$ cat config.mk
export PLATFORM = sky130hd
export DESIGN_NAME = multi_chan_clk_div_flat
export DESIGN_NICKNAME = d
export VERILOG_FILES = /design/src/rtl/clk_div_pkg.sv /design/src/rtl/multi_chan_clk_div_if.sv /design/src/rtl/clk_div_chan.sv /design/src/rtl/multi_chan_clk_div.sv /design/src/flat_wrapper.sv
export SDC_FILE = /design/constraint.sdc
export NUM_CORES = 1
export LEC_CHECK = 0
export ABC_CLOCK_PERIOD_IN_PS = 16600
export BUFFER_PORTS_ARGS = -buffer_cell sky130_fd_sc_hd__buf_4
export CORE_MARGIN = 10
export CORE_UTILIZATION = 50
export CTS_CLUSTER_SIZE = 8
export DETAILED_ROUTE_END_ITERATION = 12
export HOLD_SLACK_MARGIN = 0.1
export PLACE_DENSITY = 0.66
export SLEW_MARGIN = 20
export SYNTH_ARGS = -nofsm -noshare
export SYNTH_HDL_FRONTEND = slang
export SYNTH_SLANG_ARGS = --single-unit
$ cat constraint.sdc
create_clock -name clk -period 16.6 [get_ports clk]
set_clock_uncertainty 0.1 [all_clocks]
set_input_delay 3.32 -clock clk [delete_from_list [all_inputs] [get_ports clk]]
set_output_delay 3.32 -clock clk [all_outputs]
set_load 0.005 [all_outputs]
$ cat src/rtl/clk_div_pkg.sv
// Shared types and helpers for the multi-channel clock divider.
// Counter state is held at DIV_MAX_W bits, so WIDTH must not exceed 32.
package clk_div_pkg;

  localparam int MAX_CH    = 16;
  localparam int DIV_MAX_W = 32;

  typedef logic [DIV_MAX_W-1:0] div_t;

  typedef struct packed {
    div_t cnt;
    logic lvl;
    logic pending;
  } chan_state_t;

  function automatic int ch_width(input int num_ch);
    int n;
    n = (num_ch > MAX_CH) ? MAX_CH : num_ch;
    return (n <= 1) ? 1 : $clog2(n);
  endfunction

endpackage

$ cat src/rtl/multi_chan_clk_div_if.sv
// Divisor configuration port (valid/ready) of multi_chan_clk_div.
// cfg_hi exists only when CLK_DIV_DUTY_EN is defined.
interface multi_chan_clk_div_if #(
  parameter int NUM_CH = 4,
  parameter int WIDTH  = 28
);

  localparam int CH_W = clk_div_pkg::ch_width(NUM_CH);

  logic              cfg_valid;
  logic              cfg_ready;
  logic [CH_W-1:0]   cfg_ch;
  logic [WIDTH-1:0]  cfg_div;
`ifdef CLK_DIV_DUTY_EN
  logic [WIDTH-1:0]  cfg_hi;

  modport master (output cfg_valid, cfg_ch, cfg_div, cfg_hi, input cfg_ready);
  modport slave  (input cfg_valid, cfg_ch, cfg_div, cfg_hi, output cfg_ready);
`else
  modport master (output cfg_valid, cfg_ch, cfg_div, input cfg_ready);
  modport slave  (input cfg_valid, cfg_ch, cfg_div, output cfg_ready);
`endif

endinterface

$ cat src/rtl/clk_div_chan.sv
// One divider channel: counter, output level, shadow/active divisors, pending apply.
// CLK_DIV_DUTY_EN adds a separate high-half divisor.
module clk_div_chan #(
  parameter int               WIDTH       = 28,
  parameter logic [WIDTH-1:0] DEFAULT_DIV = WIDTH'(28'h17D7840)
) (
  input  logic             clk,
  input  logic             rst,
  input  logic             i_en,
  input  logic             i_sync,
  input  logic             i_wr,
  input  logic [WIDTH-1:0] i_lo,
`ifdef CLK_DIV_DUTY_EN
  input  logic [WIDTH-1:0] i_hi,
`endif
  output logic             o_clk,
  output logic             o_tick,
  output logic             o_pending
);

  import clk_div_pkg::*;

  chan_state_t      r_state;
  logic             r_tick;
  logic [WIDTH-1:0] r_act_lo;
  logic [WIDTH-1:0] r_sh_lo;
`ifdef CLK_DIV_DUTY_EN
  logic [WIDTH-1:0] r_act_hi;
  logic [WIDTH-1:0] r_sh_hi;
`endif

  logic [WIDTH-1:0] w_d;
  logic             w_idle;
  logic             w_term;
  logic             w_apply;

`ifdef CLK_DIV_DUTY_EN
  assign w_d = r_state.lvl ? r_act_hi : r_act_lo;
`else
  assign w_d = r_act_lo;
`endif

  assign w_idle  = !i_en || (w_d == '0);
  assign w_term  = !w_idle && (r_state.cnt == (div_t'(w_d) - div_t'(1)));
  // Shadow is only promoted at a half boundary (or when nothing is counting), so no runt half.
  assign w_apply = r_state.pending && (i_sync || w_term || w_idle);

  always_ff @(posedge clk or posedge rst) begin
    if (rst) begin
      r_state  <= '0;
      r_tick   <= 1'b0;
      r_act_lo <= DEFAULT_DIV;
      r_sh_lo  <= DEFAULT_DIV;
`ifdef CLK_DIV_DUTY_EN
      r_act_hi <= DEFAULT_DIV;
      r_sh_hi  <= DEFAULT_DIV;
`endif
    end else begin
      if (i_sync) begin
        r_state.cnt <= '0;
        r_state.lvl <= 1'b0;
        r_tick      <= 1'b0;
      end else if (w_idle) begin
        r_tick      <= 1'b0;
      end else if (w_term) begin
        r_state.cnt <= '0;
        r_state.lvl <= ~r_state.lvl;
        r_tick      <= 1'b1;
      end else begin
        r_state.cnt <= r_state.cnt + div_t'(1);
        r_tick      <= 1'b0;
      end

      if (w_apply) begin
        r_act_lo <= r_sh_lo;
`ifdef CLK_DIV_DUTY_EN
        r_act_hi <= r_sh_hi;
`endif
      end

      // A write is only accepted while nothing is pending, so it never races an apply.
      if (i_wr) begin
        r_sh_lo         <= i_lo;
`ifdef CLK_DIV_DUTY_EN
        r_sh_hi         <= i_hi;
`endif
        r_state.pending <= 1'b1;
      end else if (w_apply) begin
        r_state.pending <= 1'b0;
      end
    end
  end

  assign o_clk     = r_state.lvl;
  assign o_tick    = r_tick;
  assign o_pending = r_state.pending;

endmodule

$ cat src/rtl/multi_chan_clk_div.sv
// N-channel programmable clock divider / blink generator with run-time reprogramming.
// Define CLK_DIV_DUTY_EN for independent high/low half counts per channel.
module multi_chan_clk_div #(
  parameter int               NUM_CH      = 4,
  parameter int               WIDTH       = 28,
  parameter logic [WIDTH-1:0] DEFAULT_DIV = WIDTH'(28'h17D7840)
) (
  input  logic                clk,
  input  logic                rst,
  input  logic [NUM_CH-1:0]   en,
  input  logic                sync,
  multi_chan_clk_div_if.slave cfg,
  output logic [NUM_CH-1:0]   clk_out,
  output logic [NUM_CH-1:0]   tick,
  output logic                busy
);

  import clk_div_pkg::*;

  localparam int CH_W = ch_width(NUM_CH);

  logic [NUM_CH-1:0] w_pending;
  logic [NUM_CH-1:0] w_wr;
  logic              w_ready;

  // Out-of-range channel numbers match nothing, so they stay ready and are silently dropped.
  always_comb begin
    w_ready = 1'b1;
    w_wr    = '0;
    for (int i = 0; i < NUM_CH; i++) begin
      if (cfg.cfg_ch == CH_W'(i)) begin
        w_ready = !w_pending[i];
      end
    end
    for (int i = 0; i < NUM_CH; i++) begin
      if (cfg.cfg_valid && w_ready && (cfg.cfg_ch == CH_W'(i))) begin
        w_wr[i] = 1'b1;
      end
    end
  end

  assign cfg.cfg_ready = w_ready;
  assign busy          = |w_pending;

  for (genvar g = 0; g < NUM_CH; g++) begin : g_chan
    clk_div_chan #(
      .WIDTH       (WIDTH),
      .DEFAULT_DIV (DEFAULT_DIV)
    ) u_chan (
      .clk       (clk),
      .rst       (rst),
      .i_en      (en[g]),
      .i_sync    (sync),
      .i_wr      (w_wr[g]),
      .i_lo      (cfg.cfg_div),
`ifdef CLK_DIV_DUTY_EN
      .i_hi      (cfg.cfg_hi),
`endif
      .o_clk     (clk_out[g]),
      .o_tick    (tick[g]),
      .o_pending (w_pending[g])
    );
  end

endmodule
$ cat src/flat_wrapper.sv
// flat-port wrapper written by rule: the top's interface ports become plain ports
module multi_chan_clk_div_flat import clk_div_pkg::*;
#(
  parameter int               NUM_CH      = 4,
  parameter int               WIDTH       = 28,
  parameter logic [WIDTH-1:0] DEFAULT_DIV = WIDTH'(28'h17D7840)
)
  (clk, rst, en, sync, clk_out, tick, busy, cfg_cfg_valid, cfg_cfg_ch, cfg_cfg_div, cfg_cfg_ready);
  multi_chan_clk_div_if #(.NUM_CH(NUM_CH), .WIDTH(WIDTH)) cfg_i ();
  input  logic clk;
  input  logic rst;
  input  logic [NUM_CH-1:0] en;
  input  logic sync;
  output logic [NUM_CH-1:0] clk_out;
  output logic [NUM_CH-1:0] tick;
  output logic busy;
  input wire logic [$bits(cfg_i.cfg_valid)-1:0] cfg_cfg_valid;
  input wire logic [$bits(cfg_i.cfg_ch)-1:0] cfg_cfg_ch;
  input wire logic [$bits(cfg_i.cfg_div)-1:0] cfg_cfg_div;
  output wire logic [$bits(cfg_i.cfg_ready)-1:0] cfg_cfg_ready;
  assign cfg_i.cfg_valid = cfg_cfg_valid;
  assign cfg_i.cfg_ch = cfg_cfg_ch;
  assign cfg_i.cfg_div = cfg_cfg_div;
  assign cfg_cfg_ready = cfg_i.cfg_ready;
  multi_chan_clk_div #(.NUM_CH(NUM_CH), .WIDTH(WIDTH), .DEFAULT_DIV(DEFAULT_DIV)) u_core (.clk(clk), .rst(rst), .en(en), .sync(sync), .cfg(cfg_i), .clk_out(clk_out), .tick(tick), .busy(busy));
endmodule
==> results.json <==
{
  "postCtsResizedCells": 0,
  "wl_per_cell_um": 20.5,
  "place_inst": 2500,
  "overflow": 0,
  "fin_crit_sh_pct": 45.4,
  "grt_pass1_vias": 15323,
  "internal_power_mw": 2.12,
  "syn_area_um2": 20700,
  "cp_common_cell": "buf_4",
  "final-setup-viol-count": 0,
  "hold_ws_ps": 381,
  "fin_util_pct": 56.1,
  "drive_above_1_share_pct": 23.7,
  "grtUsageMet2_pct": 32.9,
  "ys.flop_type": "dfrtp_1",
  "synth_cells": 2011,
  "cts_sinks": 364,
  "hold_viol_final": 0,
  "grt_use_met3_pct": 2.71,
  "crit_slowest_cell": "mux4_2",
  "swShare_pct": 32.7,
  "io_pins": 48,
  "synth_edf_count": 0,
  "final_common_cell": "dfrtp_1",
  "postSynthAreaPerCell_um2": 10.3,
  "viasPerCell": 6.08,
  "power_frac_seq_pct": 43.8,
  "ys_seq_area_share_pct": 44.5,
  "antenna_found_initial": 1,
  "finalNetCount": 2072,
  "crit_path_end_kind": "output port",
  "cts_tree": "built",
  "grtUsageTotal_pct": 20.9,
  "rows": 74,
  "finalCriticalPeriod_ps": 7540,
  "synth_seq_cells": 364,
  "finalMaxSlewViolations": 0,
  "clk_latency_ps": 580,
  "dpl.hpwl_mm": 36.7,
  "vias": 15791,
  "synthesis.nets": 2061,
  "rsz0062_at_grt": "false",
  "layout_common_cells": "dfrtp_1, mux2_2, nor2_1",
  "cp.required_ps": 13180,
  "relSlewSlack_pct": 28.1,
  "crit_chain": "buf_4 > mux4_2 > inv_1 > buf_4",
  "arrival_ps": 4120,
  "port_buffers": 47,
  "h-tree-depth": 2,
  "drc_errors": 0,
  "ant_nets": 0,
  "ys_types": 96,
  "grt_pass1_wl_mm": 85.5,
  "crit_fanout": 5,
  "gp_congestion": 0.907,
  "fp.coreArea_um2": 40900,
  "die_y_um": 224,
  "clock.fmax_mhz": 133,
  "slowest_delay_ps": 500,
  "p_sw_mw": 1.03,
  "drt_iter0_markers": 1226,
  "holdBufCountCts": 0,
  "async_flop_share_pct": 100,
  "root_buffer": "clkbuf_16",
  "grt_max_degree": 93,
  "ir_worst_vdd_mv": 0.0853,
  "busiest_layer": "met2",
  "p_per_area_nw_per_um2": 137,
  "cts-buffers-inserted": 51,
  "start_util_pct": 50.6,
  "drtPass1Iterations": 5,
  "fp.dieW_um": 224,
  "worst_pin_slew_ps": 1060,
  "syn2layout_area_growth_pct": 10.7,
  "clock_path_buffers": 3,
  "min_path_type": "reg2reg",
  "combinationalPowerShare_pct": 25.3,
  "yosysWarnings": 0,
  "crit_path_start_kind": "primary input",
  "clkPwrFrac_pct": 30.9,
  "final_cells": 2597,
  "drt_wl_total_mm": 53.3,
  "clkTransAtPathRegs_ps": 50,
  "use_met1_pct": 29.4,
  "critPathKind": "in2out",
  "status": "finished clean",
  "finalSetupTns_ps": 0,
  "die_area_um2": 50000,
  "maxCapViolations": 0,
  "post_cts_buffers": 0,
  "leakagePower_nw": 9.10
}
==> flip-flops by register name, indices dropped and copies added (netlist names) <==
| name | count |
|---|---|
| u_core.g_chan.u_chan.r_state | 128 |
| u_core.g_chan.u_chan.o_pending | 4 |
| u_core.g_chan.u_chan.r_act_lo | 112 |
| u_core.g_chan.u_chan.o_clk | 4 |
| u_core.g_chan.u_chan.r_sh_lo | 112 |
| u_core.g_chan.u_chan.o_tick | 4 |
==> through the flow <==
stage	setup WS (ps)	cell area [um^2]	power (mW)
final	9060	23000	3.15
after detailed placement	9060	21400	2.18
after CTS	9050	22900	3.16
after global placement	9050	21400	2.14
after floorplan	3240	20700	1.95
after global routing	9040	22900	3.32
==> final cells by class <==
cell class,count,area [um^2]
diodes,1,2.50
clock buffers,93,1460
clock inverters,2,25.0
fillers,3533,18000
inverters,53,206
multi-input cells,1487,10900
flip-flops and latches,364,9230
well taps,532,666
repair buffers,65,508
==> path summary, 6_finish.rpt <==
kind / from / cells past startpoint / end / slack [ps]
setup / recovery: cfg_cfg_ch[0] / 4 / cfg_cfg_ready / 9060
hold / removal: u_core.g_chan[3].u_chan.r_sh_lo[9] / 1 / u_core.g_chan[3].u_chan.r_act_lo[9] / 380
setup reg to reg: u_core.g_chan[2].u_chan.r_act_lo[1] / 11 / u_core.g_chan[2].u_chan.r_act_lo[0] / 11330
hold reg to reg: u_core.g_chan[3].u_chan.r_sh_lo[9] / 1 / u_core.g_chan[3].u_chan.r_act_lo[9] / 380
max in group asynchronous: rst / 5 / u_core.g_chan[2].u_chan.r_act_lo[3] / 10680
min in group asynchronous: rst / 2 / u_core.g_chan[2].u_chan.r_state[30] / 2750
==> per-layer routing <==
| layer | part of all wire [%] | vias to the layer above |
|---|---|---|
| li1 | - | 7406 |
| met1 | 47 | 7922 |
| met2 | 46 | 389 |
| met3 | 4.6 | 74 |
| met4 | 2.2 | 0 |
| met5 | 0 | - |
==> cell usage after synthesis (all sizes together), types with 33 or more instances <==
cell type | n | area [um^2]
xor2 | 76 | 666
a31oi | 33 | 221
nand2 | 131 | 502
o21ai | 67 | 339
nand4 | 52 | 325
clkbuf | 76 | 285
xnor2 | 100 | 876
dfrtp | 268 | 6710
nor4 | 56 | 424
a21oi | 35 | 175
dfstp | 96 | 2520
and3 | 36 | 225
or3 | 35 | 224
nor2 | 138 | 521
mux2 | 228 | 2720
nor3 | 72 | 365
inv | 53 | 199
nand3 | 112 | 566
==> worst max-delay path: cells and delay by family <==
kind,cells,cell delay (ps)
mux,1,500
buf+inv,3,300
==> cells by family (layout without fill, tap and decap cells) <==
| family | count (synthesis) | count (layout) | synth area share (%) |
|---|---|---|---|
| compound gates | 277 | 277 | 9.47 |
| xor+xnor | 176 | 176 | 7.44 |
| fa+ha+maj | 12 | 12 | 0.724 |
| buf+inv | 160 | 213 | 3.29 |
| flops | 364 | 364 | 44.5 |
| mux | 253 | 253 | 14.4 |
| other cells | 0 | 1 | 0 |
| simple gates | 769 | 769 | 20.1 |
==> power by group through the flow <==
stage                     Combinational, mW  Sequential [mW]  Clock (mW)
after floorplan                       0.662             1.29           0
after global placement                0.762             1.38           0
after detailed placement              0.787             1.39           0
after CTS                             0.794             1.38       0.994
after global routing                  0.877             1.41        1.03
final                                 0.796             1.38       0.974
Power figures use the tool's default switching activity.
